File: src/rtl/seq_mult.sv
// Sequential unsigned shift-and-add multiplier.
// One w-bit ripple adder is shared across all iterations: each RUN cycle adds
// the multiplicand into the accumulator when the current multiplier LSB is set,
// then shifts {C,A,Q} right by one. After w iterations {A,Q} holds a*b.

// ---------------------------------------------------------------------------
// w-bit ripple-carry adder built from a chain of full adders.
// ---------------------------------------------------------------------------
module adder #(
    parameter int w = 8
) (
    input  logic [w-1:0] a_i,
    input  logic [w-1:0] b_i,
    input  logic         ci_i,
    output logic [w-1:0] sum_o,
    output logic         co_o,
    output logic         ovf_o
);

    // carry[k] is the carry into bit k; carry[w] is the final carry-out.
    logic [w:0] carry;

    assign carry[0] = ci_i;

    genvar gi;
    generate
        for (gi = 0; gi < w; gi = gi + 1) begin : g_fa
            // One full-adder cell of the ripple chain.
            assign sum_o[gi]   = a_i[gi] ^ b_i[gi] ^ carry[gi];
            assign carry[gi+1] = (a_i[gi] & b_i[gi])
                               | (a_i[gi] & carry[gi])
                               | (b_i[gi] & carry[gi]);
        end
    endgenerate

    assign co_o  = carry[w];
    // Signed overflow: carry into the MSB differs from carry out of it.
    assign ovf_o = carry[w] ^ carry[w-1];

endmodule

// ---------------------------------------------------------------------------
// Multiplier controller and datapath.
// ---------------------------------------------------------------------------
module seq_mult #(
    parameter int w = 8
) (
    input  logic           clk,
    input  logic           rst,
    input  logic           start,
    input  logic [w-1:0]   a,
    input  logic [w-1:0]   b,
    output logic           busy,
    output logic           done,
    output logic [2*w-1:0] product
);

    localparam int CW = $clog2(w) + 1;
    // Value of count on the final (w-th) RUN edge.
    localparam logic [CW-1:0] LAST_COUNT = CW'(w - 1);

    typedef enum logic [1:0] {
        ST_IDLE = 2'd0,
        ST_RUN  = 2'd1,
        ST_DONE = 2'd2
    } state_t;

    state_t         state_q;
    logic [w-1:0]   m_q;        // multiplicand
    logic [w-1:0]   a_q;        // accumulator (high half of partial product)
    logic [w-1:0]   q_q;        // multiplier, shifted out as low product fills in
    logic           c_q;        // carry above the accumulator
    logic [CW-1:0]  count_q;    // iterations completed
    logic           busy_q;
    logic           done_q;
    logic [2*w-1:0] product_q;

    logic [w-1:0]   a_d;
    logic [w-1:0]   q_d;
    logic           c_d;
    logic [CW-1:0]  count_d;

    // Adder result for this iteration.
    logic [w-1:0]   add_sum;
    logic           add_co;
    logic           adder_ovf_unused;

    // {carry, accumulator} selected before the shift.
    logic [w:0]     step_sum;

    adder #(
        .w (w)
    ) u_adder (
        .a_i   (a_q),
        .b_i   (m_q),
        .ci_i  (1'b0),
        .sum_o (add_sum),
        .co_o  (add_co),
        .ovf_o (adder_ovf_unused)
    );

    // Next datapath values for one RUN iteration: conditional add, then a
    // one-bit right shift of {C,A,Q}. C is always zero after a shift, so
    // feeding it back on the no-add path matches the plain {0,A} choice.
    always_comb begin
        step_sum = {c_q, a_q};
        if (q_q[0]) begin
            step_sum = {add_co, add_sum};
        end
        a_d     = step_sum[w:1];
        q_d     = {step_sum[0], q_q[w-1:1]};
        c_d     = 1'b0;
        count_d = count_q + CW'(1);
    end

    // Control FSM with registered handshake and product outputs.
    always_ff @(posedge clk) begin
        if (rst) begin
            state_q   <= ST_IDLE;
            m_q       <= '0;
            a_q       <= '0;
            q_q       <= '0;
            c_q       <= 1'b0;
            count_q   <= '0;
            busy_q    <= 1'b0;
            done_q    <= 1'b0;
            product_q <= '0;
        end else begin
            done_q <= 1'b0;
            case (state_q)
                // DONE accepts a new start exactly like IDLE, giving
                // back-to-back operation with no idle cycle in between.
                ST_IDLE, ST_DONE: begin
                    state_q <= ST_IDLE;
                    busy_q  <= 1'b0;
                    if (start) begin
                        m_q     <= a;
                        q_q     <= b;
                        a_q     <= '0;
                        c_q     <= 1'b0;
                        count_q <= '0;
                        busy_q  <= 1'b1;
                        state_q <= ST_RUN;
                    end
                end
                // start is ignored here; operands were captured at launch.
                ST_RUN: begin
                    a_q     <= a_d;
                    q_q     <= q_d;
                    c_q     <= c_d;
                    count_q <= count_d;
                    if (count_q == LAST_COUNT) begin
                        product_q <= {a_d, q_d};
                        busy_q    <= 1'b0;
                        done_q    <= 1'b1;
                        state_q   <= ST_DONE;
                    end
                end
                default: begin
                    state_q <= ST_IDLE;
                    busy_q  <= 1'b0;
                end
            endcase
        end
    end

    assign busy    = busy_q;
    assign done    = done_q;
    assign product = product_q;

endmodule

File: config.mk
export PLATFORM = sky130hd
export DESIGN_NAME = seq_mult
export DESIGN_NICKNAME = d
export VERILOG_FILES = /design/src/rtl/seq_mult.sv
export SDC_FILE = /design/constraint.sdc
export NUM_CORES = 1
export LEC_CHECK = 0
export BUFFER_PORTS_ARGS = -buffer_cell sky130_fd_sc_hd__buf_2
export CELL_PAD_IN_SITES_DETAIL_PLACEMENT = 0
export CELL_PAD_IN_SITES_GLOBAL_PLACEMENT = 1
export CORE_MARGIN = 4
export CORE_UTILIZATION = 42
export CTS_CLUSTER_DIAMETER = 150
export DETAILED_ROUTE_END_ITERATION = 7
export GPL_ROUTABILITY_DRIVEN = 0
export PLACE_DENSITY = 0.82
export SYNTH_ARGS = -nofsm -noshare
export SYNTH_HDL_FRONTEND = slang
export SYNTH_SLANG_ARGS = --single-unit
File: constraint.sdc
create_clock -name clk -period 4.1 [get_ports clk]
set_clock_uncertainty 0.1 [all_clocks]
set_input_delay 1.23 -clock clk [delete_from_list [all_inputs] [get_ports clk]]
set_output_delay 1.23 -clock clk [all_outputs]
set_load 0.01 [all_outputs]
## After elaboration in Yosys (flattened, before gate mapping)

Cells that the tools add are included.

| storage, ports and cells | value |
|---|---|
| register bits after elaboration | 49 |
| input port bits | 19 |
| output and inout port bits | 18 |
| logic and storage cells | 90 |

| cells by class | value |
|---|---|
| $add $sub $neg | 1 |
| equality and inequality tests | 5 |
| muxes and demuxes | 16 |
| bitwise logic cells | 52 |
| reduce and logical (&&, ||, !) cells | 7 |

Operator list:

| kind | number |
|---|---|
| $pmux W8 S2 | 2 |
| $and A1 B1 Y1 | 22 |
| $mux W8 | 2 |
| $xor A1 B1 Y1 | 15 |
| $or A1 B1 Y1 | 14 |
| $mux W9 | 1 |
| $pmux W4 S2 | 1 |
| $reduce_and A2 Y1 | 3 |
| $mux W1 | 5 |
| $add A4 B1 Y4 const B | 1 |
| $eq A4 B3 Y1 const B | 1 |
| $mux W4 | 1 |
| $ne A2 B2 Y1 const B | 2 |
| $pmux W1 S2 | 2 |
| $pmux W2 S2 | 1 |
| $reduce_or A2 Y1 | 2 |
| $eq A2 B1 Y1 const B | 1 |
| $eq A2 B2 Y1 const B | 1 |
| $logic_not A2 Y1 | 1 |
| $mux W2 | 1 |
| $reduce_bool A2 Y1 | 1 |
| $not A1 Y1 | 1 |

## Longest topological paths before layout

Gate-level depths: netlist of the first run.

| depth | value |
|---|---|
| depth in word-level cells | 24 |
| depth in mapped cells | 13 |
| gate-level depth less buffers | 13 |

## Hierarchy

Synthesis of the first run repeated with hierarchy kept, for this count alone.

| second synthesis, totals | value |
|---|---|
| cells, all modules | 208 |
| area total of the unflattened synthesis | 2053.2 um^2 |

By module, submodules not included:

| module | times used | cells each | area each (um^2) | sequential area each (um^2) |
|---|---|---|---|---|
| seq_mult | 1 | 189 | 1846.8 | 960.9 |
| adder | 1 | 19 | 206.4 | 0.0 |

## Worst setup path after synthesis of the first run

No wires, ideal clock.

| timing | value |
|---|---|
| path type | register to register |
| start | reg a_q[0] |
| end | reg product_q[14] (netlist: product[14]) |
| setup time | 0.117 ns |
| arrival time | 3.451 ns |
| data required time | 3.883 ns |
| path slack | 0.432 ns |
| cell stages (with the launch flop) | 13 |
| buffers on the path | 0 |
| clock period less this slack | 3.668 ns |
| path through | dfxtp_1 ha_1 inv_1 fa_1 fa_1 fa_1 fa_1 fa_1 inv_1 fa_1 fa_1 mux2_2 a22o_2 |

| on the way | value |
|---|---|
| cells in the longest elaborated chain, start to end | 21 |
| elaborated cells on any way between the ends | 27 |
| those cells by class | mux: 1; bitwise: 26 |

RTL lines:

| element | RTL line | text |
|---|---|---|
| start, declared | 70 | `logic [w-1:0] a_q;` |
| start signal, assigned | 121 | `a_q <= '0;` |
| start signal, assigned | 139 | `a_q <= '0;` |
| start signal, assigned | 148 | `a_q <= a_d;` |
| $and A1 B1 Y1 * | 30 | `assign carry[gi+1] = (a_i[gi] & b_i[gi])` |
| $and A1 B1 Y1 | 31 | `\| (a_i[gi] & carry[gi])` |
| $or A1 B1 Y1 | 31 |  |
| $or A1 B1 Y1 * | 32 | `\| (b_i[gi] & carry[gi]);` |
| $and A1 B1 Y1 | 31 |  |
| $or A1 B1 Y1 | 31 |  |
| $or A1 B1 Y1 * | 32 |  |
| $and A1 B1 Y1 | 31 |  |
| [... 5 more ...] | - |  |
| $and A1 B1 Y1 | 31 |  |
| $or A1 B1 Y1 | 31 |  |
| $or A1 B1 Y1 * | 32 |  |
| $and A1 B1 Y1 | 31 |  |
| $or A1 B1 Y1 | 31 |  |
| $or A1 B1 Y1 * | 32 |  |
| $xor A1 B1 Y1 * | 29 | `assign sum_o[gi] = a_i[gi] ^ b_i[gi] ^ carry[gi];` |
| $mux W9 * | 107 | `if (q_q[0]) begin` |
| end signal, assigned | 153 | `product_q <= {a_d, q_d};` |
| end, declared | 76 | `logic [2*w-1:0] product_q;` |

Every way passes the cells marked *; elsewhere a longest branch is shown, timed or not.
A chain may end at the register's enable or synchronous reset.

## Worst setup path after layout of the first run

Ends and elaborated chain as after synthesis.

==> results.md, run 1 <==
* Crit-path max FO at 3
* DP HPWL at 2.79 mm
* Post-Syn Instances at 213
* DR vias/cell at 5.19
* Crit path max-delay cell type: fa_1
* DR pass1 iterations at 4
* Power Dens Cells at 404 mW/mm2
* Initial antenna violation count at 0
* Clock Pin Slew Worst Setup and Hold Paths at 80 ps
* Leak at 0.971 nW
* Critical setup path kind: flip-flop to flip-flop
* CP Capture Type: flip-flop
* # IOs at 37
* Setup Buffers After CTS at 0
* Routed WL at 4.44 mm
* Clk sinks at 48
* Multiplexer share of the synthesized area at 2.73%
* Number of cell rows at 25
* Synthesized Nets at 241
* Die X at 78.0 um
* Post-place setup slack at 254 ps
* H-tree depth at 2
* Vias in the first global route at 1522
* Critical Path RT at 4210 ps
* Unique cell type count in the Yosys netlist at 30
* Detail Route Antenna Nets at 0
* Synth Area in Adders at 8.01%
* CP cell instances: ha_1, inv_1, fa_1, fa_1, fa_1, fa_1, fa_1, inv_1, fa_1, fa_1, mux2_2, a22o_2
* CTS buffer count at 5
* Most common cell after layout, fill and taps aside: dfxtp_1
* Fin crit share at 94.0%
* Routed via count at 1593
* Async set-reset flop share out of synthesis at 0%
* Max_cap viols at 0
* XOR/XNOR Fraction of Synth Area at 0%
* Post_cts resized at 0
* Commonest cells after routing, fill and taps aside: dfxtp_1 (48), buf_2 (36), a21oi_1 (29), nand3_1 (25), nand2_1 (24)
* Diode count at 0
* Final hold violations at 0
* Setup ws final at 247 ps
* Syn Std Cell Area at 0.00206 mm2
* Post-route DRC at 0
* #FFs+latches synth at 48
* Rel. slew slack at 26.4%
* Clk buf depth at 2
* Cts hold-fix bufs at 0
* Tightest Hold Check Type: flip-flop to flip-flop
* Fin util at 49.6%
* Drt wl/cell at 14.4 um
* Least-Margin Pin Slew at 1100 ps
* Worst setup SP type: flip-flop
* Worst Path Arrival at 3960 ps
* Initial DRC count at 94
* Final nets at 267
* First-pass GRT wire length at 7.23 mm
* Clock root buffer master: clkbuf_8
* Share of post-route cells with drive strength above 1 at 25.0%
* RSZ-0062 raised after global routing: false
* DIE AREA at 0.00609 mm2
* Starting Density at 43.6%
* Largest net degree at the start of global routing at 35
* Fmax at 260 MHz
* Max IR drop VDD at 0.000141 V
* Max Slew Vio Count at 0
* Setup-failing EPs final at 0
* Min Hold Slack at 361 ps
* Crit path largest cell delay at 420 ps
* FILL cells at 447
* Run status: finished, final reports clean
* Worst skew pair latency at 300 ps
* Setup TNS at 0 ps
* Compound-cell area share of the yosys netlist at 18.2%
* Height of the die at 78.0 um
* Port Buffers at 36
* Most Frequent Cell on Critical Path: fa_1
* Main combinational cell family by area after synthesis: compound AO/OA/AOI/OAI gates
* Placeable core area at 0.00472 mm2
* Power after layout at 0.947 mW
* Avg Cell Area, Syn at 9.67 um2
* Top_reg_cell synth: dfxtp_1
* Total global routing track utilization at 15.1%
* Number of flops mapped to enable cells by yosys at 0
* Synth warn at 0
* Synth-to-Final Area Change at 13.6%
* Gr ovfl total at 0
* Fin crit period at 3850 ps
* Post-synthesis simple-gate area fraction at 16.6%
* Register area share after synthesis at 46.6%
* CTS tree: yes
## layer usage
metal / wire, um / global-route usage [%]
met5: 0 / 0
met2: 2270 / 25.5
met1: 1930 / 18.8
met3: 135 / 2.64
met4: 95 / 6.82
## synthesized netlist by cell type, drive strengths merged (2+ instances only)
cell type | count | share of area [%]
a21oi | 29 | 7.0
a22o | 10 | 4.4
a22oi | 8 | 2.9
a32o | 6 | 2.9
buf | 12 | 4.1
clkbuf | 6 | 1.6
dfxtp | 48 | 47
fa | 7 | 6.8
ha | 2 | 1.2
inv | 12 | 2.2
mux2 | 5 | 2.7
nand2 | 24 | 4.4
nand2b | 3 | 0.91
nand3 | 25 | 6.1
nor2 | 2 | 0.36
nor3 | 2 | 1.0
or2 | 5 | 1.5
## power by group
| group | total (mW) | leakage, nW | internal, mW | switching, mW |
|---|---|---|---|---|
| Sequential | 0.493 | 0.390 | 0.480 | 0.0126 |
| Combinational | 0.0817 | 0.517 | 0.0294 | 0.0523 |
| Clock | 0.372 | 0.0645 | 0.215 | 0.157 |
| Total | 0.947 | 0.971 | 0.725 | 0.222 |
## registers in the layout, indices dropped and copies added, names as in the netlist
name and flops:
a_q 8, busy 1, state_q 2, count_q 4, q_q 8, product 16, m_q 8, done 1
## cell type report
| type | instances | area (um2) | share of cell area [%] |
|---|---|---|---|
| Tap cell | 67 | 83.8 | 3.58 |
| Clock inverter | 1 | 30.0 | 1.28 |
| Clock buffer | 7 | 96.3 | 4.12 |
| Timing Repair Buffer | 37 | 188 | 8.02 |
| Multi-Input combinational cell | 135 | 937 | 40.0 |
| Inverter | 12 | 45.0 | 1.92 |
| Sequential cell | 48 | 961 | 41.0 |
## stage by stage
| step | cells | cell area, um2 |
|---|---|---|
| global placement | 299 | 2210 |
| detailed placement | 299 | 2210 |
| finish | 307 | 2340 |
| global route | 307 | 2340 |
| floorplan | 213 | 2060 |
| CTS | 307 | 2340 |
## critical path, delay by kind of cell, from the launching register on
family	cells	cell delay [ps]
compound gates	1	200
fa+ha+maj	8	2690
buf+inv	2	120
flops	1	360
mux	1	280
## kinds of logic after synthesis
| kind of cell | Yosys count |
|---|---|
| flip-flops | 48 |
| adder cells (fa/ha/maj) | 9 |
| multiplexers | 5 |
| AND/OR/NAND/NOR | 66 |
| buffers and inverters | 30 |
| AO/OA/AOI/OAI | 55 |
## worst paths after layout
check              start     endpoint  slack, ps  cells after the start
hold / removal    m_q[4]       m_q[4]        360                      2
hold reg to reg   m_q[4]       m_q[4]        360                      2
setup / recovery  a_q[0]  product[14]        250                     12
setup reg to reg  a_q[0]  product[14]        250                     12
(Power assumes the default switching activity.)
==> run 2: changes to the inputs <==
--- a/config.mk
+++ b/config.mk
@@ -7,9 +7,10 @@
 export LEC_CHECK = 0
 export BUFFER_PORTS_ARGS = -buffer_cell sky130_fd_sc_hd__buf_2
 export CELL_PAD_IN_SITES_DETAIL_PLACEMENT = 0
-export CELL_PAD_IN_SITES_GLOBAL_PLACEMENT = 1
+export CELL_PAD_IN_SITES_GLOBAL_PLACEMENT = 2
+export CORE_ASPECT_RATIO = 0.9
 export CORE_MARGIN = 4
-export CORE_UTILIZATION = 42
+export CORE_UTILIZATION = 34
 export CTS_CLUSTER_DIAMETER = 150
 export DETAILED_ROUTE_END_ITERATION = 7
 export GPL_ROUTABILITY_DRIVEN = 0
==> run 2 against run 1 <==
Against the previous run: wire length grew 3.7%; utilization shrank 9.4 points; critical path depth is the same; global-route usage shrank 2.0 points; critical endpoint unchanged; largest cell class unchanged.
==> results.md, run 2 (synthesis results as in run 1) <==
* Setup TNS at 0 ps (unchanged)
* Post-route DRC at 0 (unchanged)
* Fmax at 262 MHz (+0.81%)
* Least-Margin Pin Slew at 1100 ps (-5.71 ps)
* Clk buf depth at 2 (unchanged)
* Clock root buffer master: clkbuf_8
* Height of the die at 81.9 um (+4.9%)
* Cts hold-fix bufs at 0 (unchanged)
* Power after layout at 0.909 mW (-4.0%)
* Routed via count at 1577 (-1.0%)
* Vias in the first global route at 1495 (-1.8%)
* Gr ovfl total at 0 (unchanged)
* Commonest cells after routing, fill and taps aside: dfxtp_1 (48), buf_2 (36), a21oi_1 (29), nand3_1 (25), nand2_1 (24)
* Max_cap viols at 0 (unchanged)
* M3 GR Usage at 3.48% (+0.84 points)
* Starting Density at 35.6% (-8.0 points)
* Placeable core area at 0.00579 mm2 (+23%)
* Final hold violations at 0 (unchanged)
* WP buf/inv at 2 (unchanged)
* Critical setup path kind: flip-flop to flip-flop
* First-pass GRT wire length at 7.64 mm (+5.6%)
* Crit-path leading delay family: adder cells
* DP HPWL at 2.98 mm (+7.0%)
* Setup-failing EPs final at 0 (unchanged)
* Rel. slew slack at 26.8% (+0.38 points)
* Die X at 90.1 um (+15%)
* Most common cell after layout, fill and taps aside: dfxtp_1
* Routed WL at 4.60 mm (+3.7%)
* Critical Path RT at 4190 ps (-20 ps)
* NetSw at 0.218 mW (-1.6%)
* DR pass1 iterations at 4 (unchanged)
* Max Slew Vio Count at 0 (unchanged)
* Post_cts resized at 0 (unchanged)
* Tightest Hold Check Type: flip-flop to flip-flop
* DR vias/cell at 5.09 (-2.0%)
* Setup Buffers After CTS at 0 (unchanged)
* Port Buffers at 36 (unchanged)
* Synth-to-Final Area Change at 12.9%
* Fin crit share at 93.2% (-0.76 points)
* Max IR drop VDD at 0.000207 V (+46%)
* Diode count at 0 (unchanged)
* Run status: finished, final reports clean
* Busiest grt layer: met2
* CTS tree: yes
* Max reg flops at 16 (unchanged)
* RSZ-0062 raised after global routing: false
* # IOs at 37 (unchanged)
* Total global routing track utilization at 13.1% (-2.0 points)
* Net Sw Frac at 24.0% (+0.57 points)
* Power Dens Cells at 391 mW/mm2 (-3.3%)
* Met1 global-route usage at 18.4% (-0.42 points)
* Initial antenna violation count at 0 (unchanged)
* Sequential Power Share at 54.2% (+2.1 points)
* Worst setup SP type: flip-flop
* CP Capture Type: flip-flop
* Worst Path Arrival at 3910 ps (-50 ps)
* Power Internal at 0.691 mW (-4.7%)
* Clk sinks at 48 (unchanged)
* Most Frequent Cell on Critical Path: fa_1
* Final nets at 267 (unchanged)
* Dpl cell area at 0.00222 mm2 (+0.17%)
* Fin crit period at 3820 ps (-31.1 ps)
* Initial DRC count at 90 (-4.3%)
* Worst skew pair latency at 290 ps (about the same)
* Detail Route Antenna Nets at 0 (unchanged)
* Crit path largest cell delay at 410 ps (about the same)
* Finished Cell Area at 0.00233 mm2 (-0.64%)
* Clock Power Share at 36.7% (-2.6 points)
* H-tree depth at 2 (unchanged)
* Leak at 0.962 nW (-0.96%)
* Largest net degree at the start of global routing at 35 (unchanged)
* Clock Pin Slew Worst Setup and Hold Paths at 90 ps (about the same)
* Number of cell rows at 26 (+4.0%)
* Share of post-route cells with drive strength above 1 at 24.6% (-0.42 points)
* Met2 usage at 20.1% (-5.4 points)
* Crit path max-delay cell type: fa_1
* DIE AREA at 0.00737 mm2 (+21%)
* CP cell instances: ha_1, inv_1, fa_1, fa_1, fa_1, fa_1, fa_1, inv_1, fa_1, fa_1, mux2_2, a22o_2
* Combinational share of power at 9.1% (+0.5 points)
* Drt wl/cell at 14.8 um (+2.7%)
* Crit-path max FO at 3 (unchanged)
* CTS buffer count at 5 (unchanged)
==> run 2: cell types whose count changed in the layout (fill, tap and decap cells not counted), sizes merged <==
cell / previous run / this run
clkinv: 0 / 1
clkbuf: 7 / 6
==> run 2: layout make-up <==
class / count / area [um2]
repair buffers: 37 / 188
well taps: 70 / 87.6
inverters: 12 / 45.0
fillers: 602 / 3460
multi-input cells: 135 / 937
clock inverters: 2 / 35.0
clock buffers: 6 / 72.6
flip-flops and latches: 48 / 961
==> run 2: power groups by stage <==
| stage | registers (mW) | clock network (mW) | logic [mW] |
|---|---|---|---|
| 6_report | 0.493 | 0.333 | 0.0829 |
| 4_1_cts | 0.493 | 0.345 | 0.0850 |
| 5_1_grt | 0.496 | 0.362 | 0.0959 |
| 2_1_floorplan | 0.499 | 0 | 0.0676 |
| 3_5_place_dp | 0.504 | 0 | 0.0847 |
| 3_3_place_gp | 0.504 | 0 | 0.0845 |
==> run 2: worst reg2reg max path: cells and delay by family (launching register included) <==
kind	cells	cell delay (ps)
DFF	1	360
adders and majority gates	8	2640
muxes	1	290
buffers and inverters	2	130
AOI/OAI and AO/OA	1	210
==> run 2: stage by stage <==
| stage | setup slack [ps] | hold WS, ps | utilization, % | cells |
|---|---|---|---|---|
| 3_5_place_dp | 314 | 350 | 38.3 | 302 |
| 4_1_cts | 267 | 362 | 40.2 | 310 |
| 5_1_grt | 129 | 388 | 40.2 | 310 |
| 2_1_floorplan | 432 | 336 | - | 213 |
| 6_report | 278 | 358 | 40.2 | 310 |
| 3_3_place_gp | 349 | 348 | 38.3 | 302 |
==> run 2: routing by layer <==
metal | wire length, um | share of wire, %
met3 | 318 | 6.9
met4 | 15 | 0.33
met2 | 2080 | 45
met1 | 2180 | 47
met5 | 0 | 0
==> run 2: final timing paths <==
kind                       to  slack (ps)  cells after the start    from
setup reg to reg  product[14]         280                     12  a_q[0]
hold reg to reg        m_q[1]         360                      2  m_q[1]
hold / removal         m_q[1]         360                      2  m_q[1]
setup / recovery  product[14]         280                     12  a_q[0]
